--- src/rtl/vc_credit_scheduler.sv ---
// ---------------------------------------------------------------------------
// vc_credit_scheduler
//
// Credit-based scheduler for four virtual-channel source FIFOs that share one
// output link. Each cycle it pops at most one non-empty FIFO whose VC still
// holds downstream credit. The popped word is registered onto the link.
//
// Arbitration:
//   - VC0 has strict priority over VC1.
//   - An anti-starvation counter forces a VC1 grant after STARVE_LIM
//     consecutive VC0 grants that were made while VC1 was also eligible.
//   - Within each VC, a per-VC round-robin pointer alternates between the
//     two ports.
//
// Ports:
//   clk         rising-edge clock
//   reset       synchronous, active-high reset
//   enable      grants are allowed only while high
//   empty[3:0]  FIFO empty flags: 0=VC0_p0, 1=VC1_p0, 2=VC0_p1, 3=VC1_p1
//   data_in     show-ahead FIFO heads; source i is data_in[i*DATA_W +: DATA_W]
//   credit_ret  one-cycle credit return pulses, bit 0=VC0, bit 1=VC1
//   pop         combinational one-hot (or zero) pop strobes
//   data_out    registered link word
//   valid_out   registered; data_out is valid this cycle
//   vc_out      registered VC of data_out
//   port_out    registered source port of data_out
//   credits_vc0 current VC0 credit count
//   credits_vc1 current VC1 credit count
//   credit_err  sticky; a credit return arrived with the counter already full
// ---------------------------------------------------------------------------
module vc_credit_scheduler #(
    parameter int DATA_W      = 5,
    parameter int CREDITS_MAX = 4,
    parameter int CRED_W      = 3,
    parameter int STARVE_LIM  = 3
) (
    input  logic                  clk,
    input  logic                  reset,
    input  logic                  enable,
    input  logic [3:0]            empty,
    input  logic [4*DATA_W-1:0]   data_in,
    input  logic [1:0]            credit_ret,
    output logic [3:0]            pop,
    output logic [DATA_W-1:0]     data_out,
    output logic                  valid_out,
    output logic                  vc_out,
    output logic                  port_out,
    output logic [CRED_W-1:0]     credits_vc0,
    output logic [CRED_W-1:0]     credits_vc1,
    output logic                  credit_err
);

    localparam int                  STARVE_W  = $clog2(STARVE_LIM + 1);
    localparam logic [CRED_W-1:0]   CRED_FULL = CRED_W'(CREDITS_MAX);
    localparam logic [STARVE_W-1:0] STARVE_TOP = STARVE_W'(STARVE_LIM);

    typedef enum logic {ST_INIT, ST_RUN} state_t;

    state_t                   state_q, state_d;
    logic [1:0][CRED_W-1:0]   cred_q, cred_d;     // index = VC
    logic [1:0]               rr_q, rr_d;         // bit v = favored port of VC v
    logic [STARVE_W-1:0]      starve_q, starve_d;
    logic                     err_q, err_d;
    logic                     valid_q, valid_d;
    logic [DATA_W-1:0]        data_q, data_d;
    logic                     vc_q, vc_d;
    logic                     port_q, port_d;

    logic [DATA_W-1:0]        src_word [4];
    logic [3:0]               elig;
    logic                     can_grant;
    logic                     any_vc0, any_vc1;
    logic                     grant, g_vc, g_port;
    logic                     p0_ok, p1_ok;
    logic [1:0]               g_idx;
    logic [1:0]               grant_v;

    // Arbitration: which source (if any) is popped this cycle.
    always_comb begin
        for (int i = 0; i < 4; i++) begin
            src_word[i] = data_in[i*DATA_W +: DATA_W];
        end

        // Reset gates grants so pop is held low for the whole reset cycle.
        can_grant = (state_q == ST_RUN) && !reset && enable;
        elig[0]   = can_grant && !empty[0] && (cred_q[0] != '0);
        elig[1]   = can_grant && !empty[1] && (cred_q[1] != '0);
        elig[2]   = can_grant && !empty[2] && (cred_q[0] != '0);
        elig[3]   = can_grant && !empty[3] && (cred_q[1] != '0);

        any_vc0 = elig[0] | elig[2];
        any_vc1 = elig[1] | elig[3];
        grant   = any_vc0 | any_vc1;

        // VC1 wins when VC0 is idle, or when VC1 has waited STARVE_LIM grants.
        g_vc  = any_vc1 && (!any_vc0 || (starve_q == STARVE_TOP));
        p0_ok = g_vc ? elig[1] : elig[0];
        p1_ok = g_vc ? elig[3] : elig[2];

        // Favored port if it can go, otherwise the other one.
        g_port = rr_q[g_vc] ? p1_ok : !p0_ok;
        g_idx  = {g_port, g_vc};

        pop     = grant ? (4'b0001 << g_idx) : 4'b0000;
        grant_v = grant ? (g_vc ? 2'b10 : 2'b01) : 2'b00;
    end

    // Next-state: FSM, credits, pointers, starvation counter, output word.
    always_comb begin
        // NOTE: every signal gets a default here so no path through the
        // branches below leaves it unassigned and infers a latch.
        state_d  = state_q;
        cred_d   = cred_q;
        rr_d     = rr_q;
        starve_d = starve_q;
        err_d    = err_q;
        valid_d  = grant;
        data_d   = data_q;
        vc_d     = vc_q;
        port_d   = port_q;

        if (grant) begin
            data_d       = src_word[g_idx];
            vc_d         = g_vc;
            port_d       = g_port;
            rr_d[g_vc]   = !g_port;
        end

        case (state_q)
            ST_INIT: begin
                // Credit returns are ignored here; both counters reload.
                state_d   = ST_RUN;
                cred_d[0] = CRED_FULL;
                cred_d[1] = CRED_FULL;
            end
            ST_RUN: begin
                for (int v = 0; v < 2; v++) begin
                    if (grant_v[v] && !credit_ret[v]) begin
                        cred_d[v] = cred_q[v] - CRED_W'(1);
                    end else if (!grant_v[v] && credit_ret[v]) begin
                        // A return into a full counter is dropped and flagged.
                        if (cred_q[v] == CRED_FULL) begin
                            err_d = 1'b1;
                        end else begin
                            cred_d[v] = cred_q[v] + CRED_W'(1);
                        end
                    end
                end

                if (grant && !g_vc && any_vc1) begin
                    starve_d = starve_q + STARVE_W'(1);
                end else if ((grant && g_vc) || !any_vc1) begin
                    starve_d = '0;
                end
            end
            default: state_d = ST_INIT;
        endcase
    end

    always_ff @(posedge clk) begin
        // NOTE: state registers use non-blocking assignment so every flop
        // samples the pre-edge values regardless of statement order.
        if (reset) begin
            state_q  <= ST_INIT;
            cred_q   <= '0;
            rr_q     <= '0;
            starve_q <= '0;
            err_q    <= 1'b0;
            valid_q  <= 1'b0;
            data_q   <= '0;
            vc_q     <= 1'b0;
            port_q   <= 1'b0;
        end else begin
            state_q  <= state_d;
            cred_q   <= cred_d;
            rr_q     <= rr_d;
            starve_q <= starve_d;
            err_q    <= err_d;
            valid_q  <= valid_d;
            data_q   <= data_d;
            vc_q     <= vc_d;
            port_q   <= port_d;
        end
    end

    assign data_out    = data_q;
    assign valid_out   = valid_q;
    assign vc_out      = vc_q;
    assign port_out    = port_q;
    assign credits_vc0 = cred_q[0];
    assign credits_vc1 = cred_q[1];
    assign credit_err  = err_q;

endmodule

--- config.mk ---
export PLATFORM = sky130hd
export DESIGN_NAME = vc_credit_scheduler
export DESIGN_NICKNAME = d
export VERILOG_FILES = /design/src/rtl/vc_credit_scheduler.sv
export SDC_FILE = /design/constraint.sdc
export NUM_CORES = 1
export LEC_CHECK = 0
export CORE_ASPECT_RATIO = 0.7
export CORE_MARGIN = 3
export CORE_UTILIZATION = 47
export CTS_BUF_LIST = sky130_fd_sc_hd__clkbuf_4 sky130_fd_sc_hd__clkbuf_8
export CTS_CLUSTER_DIAMETER = 200
export DETAILED_ROUTE_END_ITERATION = 7
export PLACE_DENSITY = 0.85
export SLEW_MARGIN = 20
export SYNTH_ARGS = -nofsm -noshare
export SYNTH_HDL_FRONTEND = slang
export SYNTH_SLANG_ARGS = --single-unit
--- constraint.sdc ---
create_clock -name clk -period 3 [get_ports clk]
set_input_delay 0.3 -clock clk [delete_from_list [all_inputs] [get_ports clk]]
set_output_delay 0.3 -clock clk [all_outputs]
set_load 0.02 [all_outputs]
==> flow_summary.yaml <==
sta:
  fin_crit_ps: 2740
  maxSlewHeadroom: 0.565
  fmax_mhz: 365
  skew_ps: 1.83
  setup_slack_ps: 258
  finalCritPeriodShare: 0.914
  worst_pin_slew_ps: 651
  setup_viol: 0
  fin_hold_ws_ps: 474
  final_hold_viol_count: 0
  rsz0062_at_grt: "no"
  fin_setup_tns_ps: 0
  drv_slew: 0
clocking:
  root_buffer: "clkbuf_8"
  tritoncts: "done"
  clk_pin_slew_worst_paths_ps: 80
  insertion_delay_ps: 270
  cts_made_buffers: 3
  ctsHtreeMaxLevel: 1
  clock-sinks: 20
  cts_buffer_depth: 2
pwr:
  power_density_mw_per_mm2: 342
  leakagePower_nw: 0.746
  ir_drop_mv: 0.245
  finalPower_mw: 0.695
critical_path:
  worstPathRequired_ps: 2700
  end_kind: "output pin"
  path_common_cell: "clkdlybuf4s50_1"
  cp_max_fo: 11
  worstSetupPathType: "input port to output pin"
  critical-path-max-stage-delay_ps: 590
  worstPathArrival_ps: 2440
  start_kind: "input port"
  cp_top_family: "buffers and inverters"
  cp_cell_sequence: "clkdlybuf4s50_1, nand3b_4, a211oi_4, o21ai_4, or2_2, inv_1, clkdlybuf4s50_1"
  cp_slowest_cell: "clkdlybuf4s50_1"
  crit_buf_inv: 3
layout:
  drive_gt1_frac: 0.114
  nFillCells: 216
  num_antenna_cells: 0
  final_common_cell: "clkdlybuf4s50_1"
  nNetsFinal: 262
  layout_common_cells: "47 x clkdlybuf4s50_1, 22 x nor2_1, 21 x a21oi_1"
  area_growth_pct: 40.7
synthesis:
  syn_nets: 211
  synth_area_leader_cell: "dfxtp_1"
  ys.flop_type: "dfxtp_1"
  synth_top_area_share: 0.277
  avgSynthCellArea_um2: 8.07
  synthTopCellsByArea: "dfxtp_1 28%, a21oi_1 7.3%, nor2_1 5.7%"
  syn_inst: 179
  synth_area_mm2: 0.00145
  ys_ff_latch: 20
  seq_area_frac_synth: 0.277
  ys_warn_count: 0
  synth.distinct_cells: 44
  async_flop_share: 0
  synth_edf_count: 0
job:
  drv_cap: 0
placement:
  dpl_worst_slack_ps: 22.7
  gp_congestion: 0.863
  io_buffers: 47
  hpwlAfterDp_um: 3380
global_route:
  grt_pass1_wl_um: 7220
  grt_max_degree: 14
  antenna_found_initial: 0
  grt_pass1_vias: 1544
  grt_usage: 0.245
  grt_overflow: 0
die:
  die_area_mm2: 0.00379
  io_pins: 48
  initial_core_util: 0.505
  die_w_um: 72.3
  core-area_mm2: 0.00286
  fp-row-count: 16
  chipHeight_um: 52.4
route:
  drt_pre_antenna_iters: 4
  post_drt_wl_per_cell_um: 16.5
  via_per_inst: 6.14
  first_iter_violations: 121
  drtAntennaViolNets: 0
  totalWireLength_um: 4370
  drc_errors: 0
  vias: 1626
min_path:
  worstHoldPathType: "register to register"
status:
  status: "finished, final reports clean"
[logic make-up after synthesis]
kind of cell	after synthesis	share of synthesized area
simple gates	70	0.253
compound gates	66	0.349
flops	20	0.277
buf+inv	16	0.0580
mux	3	0.0208
fa+ha+maj	3	0.0364
xor+xnor	1	0.00606
[flip-flops by register name, summed over array words and instances, names as in the netlist]
name	count
credits_vc0	3
starve_q	2
valid_out	1
state_q	1
data_out	5
rr_q	2
credits_vc1	3
vc_out	1
port_out	1
credit_err	1
[per-layer routing]
metal | vias to the layer above | GRT usage | wire length (um)
met1 | 758 | 0.323 | 1860
met4 | 0 | 0.0781 | 60
met2 | 84 | 0.394 | 2020
met5 | - | 0 | 0
met3 | 11 | 0.0594 | 438
li1 | 773 | - | -
[cell type report]
| cell class | instances | area (um^2) | share of cell area |
|---|---|---|---|
| Clock buffer | 4 | 55.1 | 0.0271 |
| Timing Repair Buffer | 54 | 523 | 0.257 |
| Inverter | 8 | 30.0 | 0.0148 |
| Tap cell | 36 | 45.0 | 0.0222 |
| Sequential cell | 20 | 400 | 0.197 |
| Multi-Input combinational cell | 143 | 980 | 0.482 |
[worst paths after layout]
kind | startpoint | to | slack, ps | cells past startpoint
max reg2reg | state_q | credits_vc1[2] | 460 | 8
min reg2reg | credit_err | credit_err | 470 | 1
max | enable | pop[1] | 260 | 7
min | credit_err | credit_err | 470 | 1
[synthesized netlist by cell type (2+ instances only)]
library cell	n
nand2_1	10
or3b_2	2
a211oi_1	4
and3_1	6
clkbuf_1	4
or3_1	5
mux2i_1	3
a21oi_1	21
nand3_1	2
a32oi_1	3
fa_1	2
or2_1	2
inv_1	7
buf_6	3
or2_2	2
nand3b_1	2
nor2b_1	4
a22oi_1	10
a31oi_1	5
a2111oi_2	3
dfxtp_1	20
o21ai_0	5
nor2_1	22
nor3_1	8
a2111oi_1	5
[per-stage QoR]
| stage | instances | util | instance area (um^2) |
|---|---|---|---|
| 5_1_grt | 265 | 0.710 | 2030 |
| 4_1_cts | 265 | 0.704 | 2010 |
| 3_5_place_dp | 261 | 0.684 | 1960 |
| 6_report | 265 | 0.710 | 2030 |
| 3_3_place_gp | 261 | 0.684 | 1960 |
| 2_1_floorplan | 179 | - | 1450 |
[where the power goes]
part / switching (mW) / internal (mW)
clock: 0.102 / 0.117
sequential: 0.0144 / 0.281
combinational: 0.0905 / 0.0906
total: 0.207 / 0.489
[what timing repair did]
item                       in CTS  in global routing
setup endpoints to repair       0                  3
hold buffers                    0                  0
setup buffers                   0                  0
gates resized for setup         0                  3
Power figures use the tool's default switching activity.
